$ cat src/rtl/DisplayPkg.sv
// Shared display/game types: tetromino tile codes plus the piece sequencer's
// state encoding and default preview depth.
package DisplayPkg;

  typedef enum logic [2:0] {
    BLANK = 3'd0, I = 3'd1, O = 3'd2, T = 3'd3, S = 3'd4, Z = 3'd5, J = 3'd6, L = 3'd7
  } tile_type_t;

  localparam int PREVIEW_DEPTH_DEFAULT = 3;

  typedef enum logic [1:0] {IDLE, FILL, READY, STALL} seq_state_t;

  // Which pulse a stalled fetch owes once the bag delivers.
  typedef enum logic {PEND_SPAWN, PEND_HOLD} pend_t;

endpackage

$ cat src/rtl/piece_sequencer_if.sv
// Request, bag handshake and piece-output bundle between the game side and
// the piece sequencer.
interface piece_sequencer_if #(
  parameter int PREVIEW_DEPTH = DisplayPkg::PREVIEW_DEPTH_DEFAULT
);
  import DisplayPkg::*;

  logic       game_start;
  logic       spawn_req;
  logic       hold_req;
  logic       hold_swap;
  tile_type_t hold_type;
  logic       bag_valid;
  tile_type_t bag_type;
  logic       bag_ready;
  tile_type_t falling_type;
  logic       falling_valid;
  logic       new_tetromino;
  logic       hold_done;
  tile_type_t preview [PREVIEW_DEPTH];

  modport master (
    output game_start, spawn_req, hold_req, hold_swap, hold_type, bag_valid, bag_type,
    input  bag_ready, falling_type, falling_valid, new_tetromino, hold_done, preview
  );

  modport slave (
    input  game_start, spawn_req, hold_req, hold_swap, hold_type, bag_valid, bag_type,
    output bag_ready, falling_type, falling_valid, new_tetromino, hold_done, preview
  );

endinterface

$ cat src/rtl/piece_queue.sv
// Shift FIFO: slot 0 is the head, pops shift toward it, empty slots read zero.
// Caller guarantees no push when full and no pop when empty.
module piece_queue #(
  parameter int  DEPTH = 3,
  parameter int  W     = 3,
  localparam int CW    = $clog2(DEPTH + 1)
) (
  input  logic               clk_i,
  input  logic               rst_i,
  input  logic               flush_i,
  input  logic               push_i,
  input  logic [W-1:0]       push_data_i,
  input  logic               pop_i,
  output logic [CW-1:0]      count_o,
  output logic [DEPTH*W-1:0] slots_o
);

  logic [DEPTH-1:0][W-1:0] slots_q, slots_d;
  logic [CW-1:0]           cnt_q, cnt_d;
  logic [CW-1:0]           push_idx;

  // A simultaneous pop moves the tail down one slot before the push lands.
  assign push_idx = pop_i ? cnt_q - CW'(1) : cnt_q;

  always_comb begin
    slots_d = slots_q;
    cnt_d   = cnt_q;
    if (flush_i) begin
      slots_d = '0;
      cnt_d   = '0;
    end else begin
      if (pop_i) begin
        for (int i = 0; i < DEPTH - 1; i++) slots_d[i] = slots_q[i+1];
        slots_d[DEPTH-1] = '0;
      end
      if (push_i) begin
        for (int i = 0; i < DEPTH; i++)
          if (CW'(i) == push_idx) slots_d[i] = push_data_i;
      end
      if (push_i && !pop_i)      cnt_d = cnt_q + CW'(1);
      else if (pop_i && !push_i) cnt_d = cnt_q - CW'(1);
    end
  end

  always_ff @(posedge clk_i) begin
    if (rst_i) begin
      slots_q <= '0;
      cnt_q   <= '0;
    end else begin
      slots_q <= slots_d;
      cnt_q   <= cnt_d;
    end
  end

  assign count_o = cnt_q;
  assign slots_o = slots_q;

endmodule

$ cat src/rtl/piece_sequencer.sv
// Owns the falling piece and the preview queue; refills from the 7-bag and
// serves lock-spawn and hold requests.
module piece_sequencer
  import DisplayPkg::*;
#(
  parameter int PREVIEW_DEPTH = PREVIEW_DEPTH_DEFAULT
) (
  input  logic             clk,
  input  logic             rst,
  piece_sequencer_if.slave sq
);

  localparam int TW = $bits(tile_type_t);
  localparam int CW = $clog2(PREVIEW_DEPTH + 1);

  seq_state_t state_q, state_d;
  pend_t      pend_q, pend_d;
  tile_type_t falling_q, falling_d;
  logic       fvalid_q, fvalid_d;
  logic       newt_q, newt_d;
  logic       hdone_q, hdone_d;

  logic                       push, pop, flush, bag_ready;
  logic [CW-1:0]              count;
  logic [PREVIEW_DEPTH*TW-1:0] slots;
  tile_type_t                 head;

  // game_start blocks the bag so the flush cannot race a push.
  assign bag_ready = (state_q != IDLE) && (count < CW'(PREVIEW_DEPTH)) && !sq.game_start;
  assign push      = sq.bag_valid && bag_ready;
  assign head      = tile_type_t'(slots[TW-1:0]);

  piece_queue #(.DEPTH(PREVIEW_DEPTH), .W(TW)) u_queue (
    .clk_i       (clk),
    .rst_i       (rst),
    .flush_i     (flush),
    .push_i      (push),
    .push_data_i (sq.bag_type),
    .pop_i       (pop),
    .count_o     (count),
    .slots_o     (slots)
  );

  always_comb begin
    state_d   = state_q;
    pend_d    = pend_q;
    falling_d = falling_q;
    fvalid_d  = fvalid_q;
    newt_d    = 1'b0;
    hdone_d   = 1'b0;
    pop       = 1'b0;
    flush     = 1'b0;
    if (sq.game_start) begin
      flush     = 1'b1;
      falling_d = BLANK;
      fvalid_d  = 1'b0;
      state_d   = FILL;
    end else begin
      unique case (state_q)
        IDLE: ;
        FILL: if (count == CW'(PREVIEW_DEPTH)) begin
          pop       = 1'b1;
          falling_d = head;
          fvalid_d  = 1'b1;
          newt_d    = 1'b1;
          state_d   = READY;
        end
        READY: begin
          // spawn_req outranks hold_req; a coincident hold is dropped.
          if (sq.spawn_req) begin
            if (count != '0) begin
              pop       = 1'b1;
              falling_d = head;
              newt_d    = 1'b1;
            end else begin
              fvalid_d = 1'b0;
              pend_d   = PEND_SPAWN;
              state_d  = STALL;
            end
          end else if (sq.hold_req) begin
            if (sq.hold_swap) begin
              falling_d = sq.hold_type;
              hdone_d   = 1'b1;
            end else if (count != '0) begin
              pop       = 1'b1;
              falling_d = head;
              hdone_d   = 1'b1;
            end else begin
              fvalid_d = 1'b0;
              pend_d   = PEND_HOLD;
              state_d  = STALL;
            end
          end
        end
        STALL: if (count != '0) begin
          pop       = 1'b1;
          falling_d = head;
          fvalid_d  = 1'b1;
          newt_d    = (pend_q == PEND_SPAWN);
          hdone_d   = (pend_q == PEND_HOLD);
          state_d   = READY;
        end
        default: state_d = IDLE;
      endcase
    end
  end

  always_ff @(posedge clk) begin
    if (rst) begin
      state_q   <= IDLE;
      pend_q    <= PEND_SPAWN;
      falling_q <= BLANK;
      fvalid_q  <= 1'b0;
      newt_q    <= 1'b0;
      hdone_q   <= 1'b0;
    end else begin
      state_q   <= state_d;
      pend_q    <= pend_d;
      falling_q <= falling_d;
      fvalid_q  <= fvalid_d;
      newt_q    <= newt_d;
      hdone_q   <= hdone_d;
    end
  end

  assign sq.bag_ready     = bag_ready;
  assign sq.falling_type  = falling_q;
  assign sq.falling_valid = fvalid_q;
  assign sq.new_tetromino = newt_q;
  assign sq.hold_done     = hdone_q;

  for (genvar g = 0; g < PREVIEW_DEPTH; g++) begin : g_prev
    assign sq.preview[g] = tile_type_t'(slots[g*TW +: TW]);
  end

endmodule
$ cat src/flat_wrapper.sv
// flat-port wrapper written by rule: the top's interface ports become plain ports
module piece_sequencer_flat import DisplayPkg::*;
#(
  parameter int PREVIEW_DEPTH = PREVIEW_DEPTH_DEFAULT
)
  (clk, rst, sq_game_start, sq_spawn_req, sq_hold_req, sq_hold_swap, sq_hold_type, sq_bag_valid, sq_bag_type, sq_bag_ready, sq_falling_type, sq_falling_valid, sq_new_tetromino, sq_hold_done, sq_preview);
  piece_sequencer_if #(.PREVIEW_DEPTH(PREVIEW_DEPTH)) sq_i ();
  input  logic clk;
  input  logic rst;
  input wire logic [$bits(sq_i.game_start)-1:0] sq_game_start;
  input wire logic [$bits(sq_i.spawn_req)-1:0] sq_spawn_req;
  input wire logic [$bits(sq_i.hold_req)-1:0] sq_hold_req;
  input wire logic [$bits(sq_i.hold_swap)-1:0] sq_hold_swap;
  input wire logic [$bits(sq_i.hold_type)-1:0] sq_hold_type;
  input wire logic [$bits(sq_i.bag_valid)-1:0] sq_bag_valid;
  input wire logic [$bits(sq_i.bag_type)-1:0] sq_bag_type;
  output wire logic [$bits(sq_i.bag_ready)-1:0] sq_bag_ready;
  output wire logic [$bits(sq_i.falling_type)-1:0] sq_falling_type;
  output wire logic [$bits(sq_i.falling_valid)-1:0] sq_falling_valid;
  output wire logic [$bits(sq_i.new_tetromino)-1:0] sq_new_tetromino;
  output wire logic [$bits(sq_i.hold_done)-1:0] sq_hold_done;
  output wire logic [$bits(sq_i.preview)-1:0] sq_preview;
  assign sq_i.game_start = sq_game_start;
  assign sq_i.spawn_req = sq_spawn_req;
  assign sq_i.hold_req = sq_hold_req;
  assign sq_i.hold_swap = sq_hold_swap;
  assign sq_i.hold_type = sq_hold_type;
  assign sq_i.bag_valid = sq_bag_valid;
  assign sq_i.bag_type = sq_bag_type;
  assign sq_bag_ready = sq_i.bag_ready;
  assign sq_falling_type = sq_i.falling_type;
  assign sq_falling_valid = sq_i.falling_valid;
  assign sq_new_tetromino = sq_i.new_tetromino;
  assign sq_hold_done = sq_i.hold_done;
  assign sq_preview = {>>{sq_i.preview}};
  piece_sequencer #(.PREVIEW_DEPTH(PREVIEW_DEPTH)) u_core (.clk(clk), .rst(rst), .sq(sq_i));
endmodule
$ cat config.mk
export PLATFORM = sky130hd
export DESIGN_NAME = piece_sequencer_flat
export DESIGN_NICKNAME = d
export VERILOG_FILES = /design/src/rtl/DisplayPkg.sv /design/src/rtl/piece_sequencer_if.sv /design/src/rtl/piece_queue.sv /design/src/rtl/piece_sequencer.sv /design/src/flat_wrapper.sv
export SDC_FILE = /design/constraint.sdc
export NUM_CORES = 1
export LEC_CHECK = 0
export ABC_AREA = 1
export CORE_MARGIN = 3
export CORE_UTILIZATION = 43
export CTS_CLUSTER_DIAMETER = 60
export DETAILED_ROUTE_END_ITERATION = 10
export GPL_TIMING_DRIVEN = 1
export PLACE_DENSITY_LB_ADDON = 0.1
export SLEW_MARGIN = 20
export SYNTH_ARGS = -nofsm -noshare
export SYNTH_HDL_FRONTEND = slang
export SYNTH_SLANG_ARGS = --single-unit
$ cat constraint.sdc
create_clock -name clk -period 2.2 [get_ports clk]
set_input_delay 0.44 -clock clk [delete_from_list [all_inputs] [get_ports clk]]
set_output_delay 0.44 -clock clk [all_outputs]
set_load 0.05 [all_outputs]
==> results of run 1 <==
[layer usage]
layer	track usage, %	vias to the layer above
met5	0	-
met4	7.16	0
met3	3.24	6
met2	28.8	25
met1	24.2	617
li1	-	702
[where the power goes]
part           switching (W)  internal (W)
combinational      0.0000527     0.0000446
sequential        0.00000432      0.000365
clock               0.000131      0.000184
total               0.000188      0.000594
[registers in the layout (all words and copies together) (netlist names)]
signal / cells
u_core.u_queue.count_o: 2
u_core.state_q: 2
u_core.sq.falling_type: 3
u_core.sq.falling_valid: 1
u_core.u_queue.slots_o: 9
u_core.sq.new_tetromino: 1
u_core.pend_q: 1
u_core.sq.hold_done: 1
[worst min path at each step]
stage                              from       endpoint  slack [ps]  cells after the start
after floorplan           u_core.pend_q  u_core.pend_q         450                      2
final                     u_core.pend_q  u_core.pend_q         500                      2
after detailed placement  u_core.pend_q  u_core.pend_q         480                      2
after global placement    u_core.pend_q  u_core.pend_q         470                      2
after CTS                 u_core.pend_q  u_core.pend_q         500                      2
after global routing      u_core.pend_q  u_core.pend_q         520                      2
[stage by stage]
step	worst slack [ps]	instances	hold slack (ps)	area, sq um
global route	25.6	278	522	1780
detailed placement	37.3	274	479	1720
floorplan	193	202	448	1370
finish	178	278	497	1780
CTS	101	278	498	1770
global placement	91.0	274	473	1720
[area by class of cell]
type                            instances  area (sq um)
Clock inverter                          1          30.0
Fill cell                             281          1100
Timing Repair Buffer                   34           335
Clock buffer                            3          22.5
Inverter                               39           146
Sequential cell                        20           400
Multi-Input combinational cell        139           790
Tap cell                               42          52.6
[Yosys cell counts (2+ instances only)]
cell / instances / area, sq um
nand2_1: 44 / 165
inv_1: 37 / 139
nor2_1: 24 / 90.1
dfxtp_1: 20 / 400
a21oi_1: 11 / 55.1
o21ai_0: 8 / 40.0
nand2_4: 6 / 67.6
nand3_1: 6 / 30.0
nor2_2: 6 / 37.5
o31ai_1: 4 / 30.0
buf_6: 3 / 33.8
ha_1: 3 / 37.5
nand2_2: 3 / 18.8
nand4_1: 3 / 18.8
nor3_1: 3 / 15.0
o21ai_2: 3 / 26.3
o22ai_1: 3 / 18.8
inv_2: 2 / 7.51
nand3_4: 2 / 35.0
nor2_4: 2 / 22.5
[logic make-up (layout without fill, tap and decap cells)]
group | after synthesis | in the layout | share of synthesized area (%)
flip-flops | 20 | 20 | 29.4
adder cells (fa/ha/maj) | 3 | 3 | 2.76
AND/OR/NAND/NOR | 101 | 101 | 37.9
buffers and inverters | 43 | 77 | 13.6
XOR/XNOR | 2 | 2 | 1.29
AO/OA/AOI/OAI | 33 | 33 | 15.1
[repair_timing]
| item | in CTS | in global routing |
|---|---|---|
| hold buffers | 0 | 0 |
| endpoints found under the hold margin | 0 | 0 |
| resized for setup | 0 | 2 |
| setup buffers | 0 | 0 |
| setup endpoints to repair | 0 | 5 |
==> results.sh, run 1 <==
export IMPL_htree_levels=1
export IMPL_drcViolationCount=0
export IMPL_crit_buf_inv=1
export IMPL_synth_edff_count=0
export IMPL_die_area_sq_um=3880
export IMPL_place_gp_congestion=0.824
export IMPL_async_flop_share_pct=0
export IMPL_antenna_found_initial=0
export IMPL_final_period_utilization_pct=91.9
export IMPL_report_power_total_w=0.000783
export IMPL_io_buffers=28
export IMPL_grt_use_total_pct=18.1
export IMPL_synthToLayoutAreaGrowth_pct=30.4
export IMPL_worstRegToRegCells=10
export IMPL_clk_pin_slew_ps=130
export IMPL_worstMarginPinSlew_ps=496
export IMPL_worstHoldPathType="reg -> reg"
export IMPL_cts_buffers=3
export IMPL_die_w_microns=62.3
export IMPL_crit_fanout=4
export IMPL_cts_root_buf="clkbuf_4"
export IMPL_criticalPathCategory="reg -> out"
export IMPL_synth_yosys_seq_area_share_pct=29.4
export IMPL_vias=1350
export IMPL_antennaDiodeCount=0
export IMPL_drt_wirelength_per_cell_microns=11.7
export IMPL_maxCapViolCount=0
export IMPL_cts_max_path_buffers=2
export IMPL_wl_met1_microns=1610
export IMPL_synthDistinctLibCells=29
export IMPL_cp_startpoint="u_core.u_queue.slots_o[1]"
export IMPL_final_net_count=253
export IMPL_fin_tns_setup_ps=0
export IMPL_insertion_delay_ps=320
export IMPL_io_pins=29
export IMPL_die_h_microns=62.3
export IMPL_ys_warn_count=0
export IMPL_cts_tree="done"
export IMPL_worst_ep_required_time_ps=1760
export IMPL_peakVddDrop_mv=0.287
export IMPL_cp_depth=1
export IMPL_crit_path_end_kind="output pin"
export IMPL_drive_above_1_share_pct=16.5
export IMPL_top_layer_used="met4"
export IMPL_overflow=0
export IMPL_p_per_area_nw_per_um2=441
export IMPL_cp_start_kind="register"
export IMPL_r2r_start="u_core.u_queue.count_o[0]"
export IMPL_grt_pass1_wl_microns=5800
export IMPL_endpoint="sq_preview[7]"
export IMPL_first_global_vias=1273
export IMPL_synth_nets=218
export IMPL_timing_slew_headroom_pct=66.8
export IMPL_rsz0062_at_grt="false"
export IMPL_drt_iter0_markers=65
export IMPL_yosys_most_used_dff="dfxtp_1"
export IMPL_clock_skew_ps=6.70
export IMPL_wl_met2_microns=1490
export IMPL_crit_family="buffers and inverters"
export IMPL_grt_max_degree=13
export IMPL_worstPathArrival_ps=1580
export IMPL_max_freq_ghz=0.495
export IMPL_slew_viol_final=0
export IMPL_postRouteAntennaNets=0
export IMPL_crit_path_max_incr_delay_ps=830
export IMPL_routed_via_density=4.86
export IMPL_dp_hpwl_microns=2530
export IMPL_status="finished, final reports clean"
export IMPL_syn_area_sq_um=1360
export IMPL_setup_viol=0
export IMPL_cpMaxStageDelayCell="clkdlybuf4s50_1"
export IMPL_fp_row_count=19
export IMPL_reg2reg_slack_ps=190
export IMPL_min_period_ps=2020
export IMPL_p_leak_nw=0.796
export IMPL_avgSynthCellArea_sq_um=6.75
export IMPL_drt_pass1_iter_count=4
export IMPL_route_met3_wl_microns=89
export IMPL_layout_common_cells="44 x nand2_1, 37 x inv_1, 27 x clkdlybuf4s50_1, 23 x nor2_1, 20 x dfxtp_1"
export IMPL_drt_total_wl_microns=3240
export IMPL_ys_ff_latch=20
export IMPL_reg2reg_to="u_core.u_queue.count_o[1]"
export IMPL_initial_core_util_pct=47.4
export IMPL_core_sq_um=2880
export IMPL_netlist_instances=202
export IMPL_cts_sinks=20
export IMPL_cp_cell_sequence="clkdlybuf4s50_1"
export IMPL_final_util_pct=61.8
export IMPL_mostFrequentLayoutCell="nand2_1"
export IMPL_final_hold_viol_count=0
Note: power is estimated with default switching activity, not from simulation.
==> run 2: changes to the inputs <==
--- a/config.mk
+++ b/config.mk
@@ -6,7 +6,6 @@
 export NUM_CORES = 1
 export LEC_CHECK = 0
 export ABC_AREA = 1
-export CORE_MARGIN = 3
 export CORE_UTILIZATION = 43
 export CTS_CLUSTER_DIAMETER = 60
 export DETAILED_ROUTE_END_ITERATION = 10
==> results.sh, run 2 (same netlist as run 1, synthesis figures left out) <==
export IMPL_postRouteAntennaNets=0
export IMPL_drt_wirelength_per_cell_microns=11.2
export IMPL_vias=1316
export IMPL_overflow=0
export IMPL_fin_tns_setup_ps=0
export IMPL_criticalPathCategory="in -> out"
export IMPL_die_area_sq_um=3400
export IMPL_peakVddDrop_mv=0.306
export IMPL_drt_iter0_markers=59
export IMPL_final_net_count=253
export IMPL_place_gp_congestion=0.837
export IMPL_core_sq_um=3030
export IMPL_slew_viol_final=0
export IMPL_worstMarginPinSlew_ps=514
export IMPL_clock_skew_ps=3.68
export IMPL_first_global_vias=1286
export IMPL_crit_path_end_kind="output pin"
export IMPL_crit_fanout=5
export IMPL_setup_viol=0
export IMPL_cts_buffers=3
export IMPL_cts_sinks=20
export IMPL_drive_above_1_share_pct=16.2
export IMPL_p_leak_nw=0.779
export IMPL_post_cts_setup_buffers=0
export IMPL_drcViolationCount=0
export IMPL_cts_root_buf="clkbuf_4"
export IMPL_htree_levels=1
export IMPL_drt_pass1_iter_count=4
export IMPL_fill_cells=311
export IMPL_grt_pass1_wl_microns=5590
export IMPL_die_h_microns=58.3
export IMPL_multi_input_area_sq_um=790
export IMPL_layout_common_cells="44 x nand2_1, 37 x inv_1, 27 x clkdlybuf4s50_1, 24 x nor2_1, 20 x dfxtp_1"
export IMPL_cp_start_kind="primary input"
export IMPL_ctsHoldBuffers=0
export IMPL_final_hold_viol_count=0
export IMPL_insertion_delay_ps=300
export IMPL_cts_tree="done"
export IMPL_routed_via_density=4.72
export IMPL_final_period_utilization_pct=90.9
export IMPL_io_pins=29
export IMPL_antenna_found_initial=0
export IMPL_timing_slew_headroom_pct=65.6
export IMPL_finalInstanceArea_sq_um=1750
export IMPL_p_per_area_nw_per_um2=369
export IMPL_regArea_sq_um=400
export IMPL_rsz0062_at_grt="false"
export IMPL_status="finished, final reports clean"
export IMPL_initial_core_util_pct=45.0
export IMPL_maxCapViolCount=0
export IMPL_die_w_microns=58.3
export IMPL_worstHoldPathType="reg -> reg"
export IMPL_clk_pin_slew_ps=120
export IMPL_antennaDiodeCount=0
export IMPL_cts_resized=0
export IMPL_max_freq_ghz=0.500
export IMPL_worst_ep_required_time_ps=1760
export IMPL_worstPathArrival_ps=1560
export IMPL_cts_max_path_buffers=2
export IMPL_drt_total_wl_microns=3130
export IMPL_fp_row_count=20
export IMPL_min_period_ps=2000
export IMPL_dp_hpwl_microns=2490
export IMPL_place_area_sq_um=1720
export IMPL_largest_register_ffs=9
export IMPL_grt_use_total_pct=21.2
export IMPL_report_power_total_w=0.000645
export IMPL_synthToLayoutAreaGrowth_pct=28.4
export IMPL_grt_max_degree=11
export IMPL_io_buffers=28
export IMPL_mostFrequentLayoutCell="nand2_1"
==> run 2: cell count changes in the layout (fill, tap and decap cells not counted), sizes merged <==
cell,previous run,this run
bufinv,1,0
==> run 2: worst max-delay path, stage by stage <==
cell             delay [ps]
clkdlybuf4s50_1         530
a211oi_4                300
buf_4                   160
buf_12                  120
==> run 2: layer usage <==
layer / up-vias / wire length (microns) / track usage (%)
met4: 0 / 19 / 4.76
met1: 586 / 1440 / 26.8
met2: 30 / 1540 / 37.4
met3: 2 / 136 / 4.18
met5: - / 0 / 0
li1: 698 / - / -
==> run 2: final cells by class <==
| cell class | instances | area share, % |
|---|---|---|
| multi-input cells | 139 | 45.1 |
| inverters | 39 | 8.37 |
| flip-flops and latches | 20 | 22.9 |
| well taps | 44 | 3.15 |
| repair buffers | 34 | 19.2 |
| clock buffers | 3 | 1.29 |
==> run 2: worst paths after layout <==
| check | slack, ps | startpoint | depth (start not counted) | endpoint |
|---|---|---|---|---|
| hold / removal | 510 | u_core.pend_q | 2 | u_core.pend_q |
| setup / recovery | 200 | sq_game_start | 4 | sq_bag_ready |
| setup reg to reg | 250 | u_core.u_queue.count_o[0] | 9 | u_core.u_queue.count_o[1] |
| hold reg to reg | 510 | u_core.pend_q | 2 | u_core.pend_q |
==> run 2: report_power, final <==
group	switching, W	internal, W
registers	0.00000411	0.000365
logic	0.0000524	0.0000446
clock network	0.000115	0.0000638
==> run 2: metrics by stage <==
| step | setup slack [ps] | instances | utilization [%] | hold WS (ps) |
|---|---|---|---|---|
| 2_1_floorplan | 193 | 202 | - | 448 |
| 3_3_place_gp | 94.5 | 276 | 56.9 | 466 |
| 3_5_place_dp | 59.9 | 276 | 56.9 | 480 |
| 4_1_cts | 158 | 279 | 57.6 | 498 |
| 5_1_grt | 22.1 | 279 | 57.8 | 550 |
| 6_report | 200 | 279 | 57.8 | 506 |
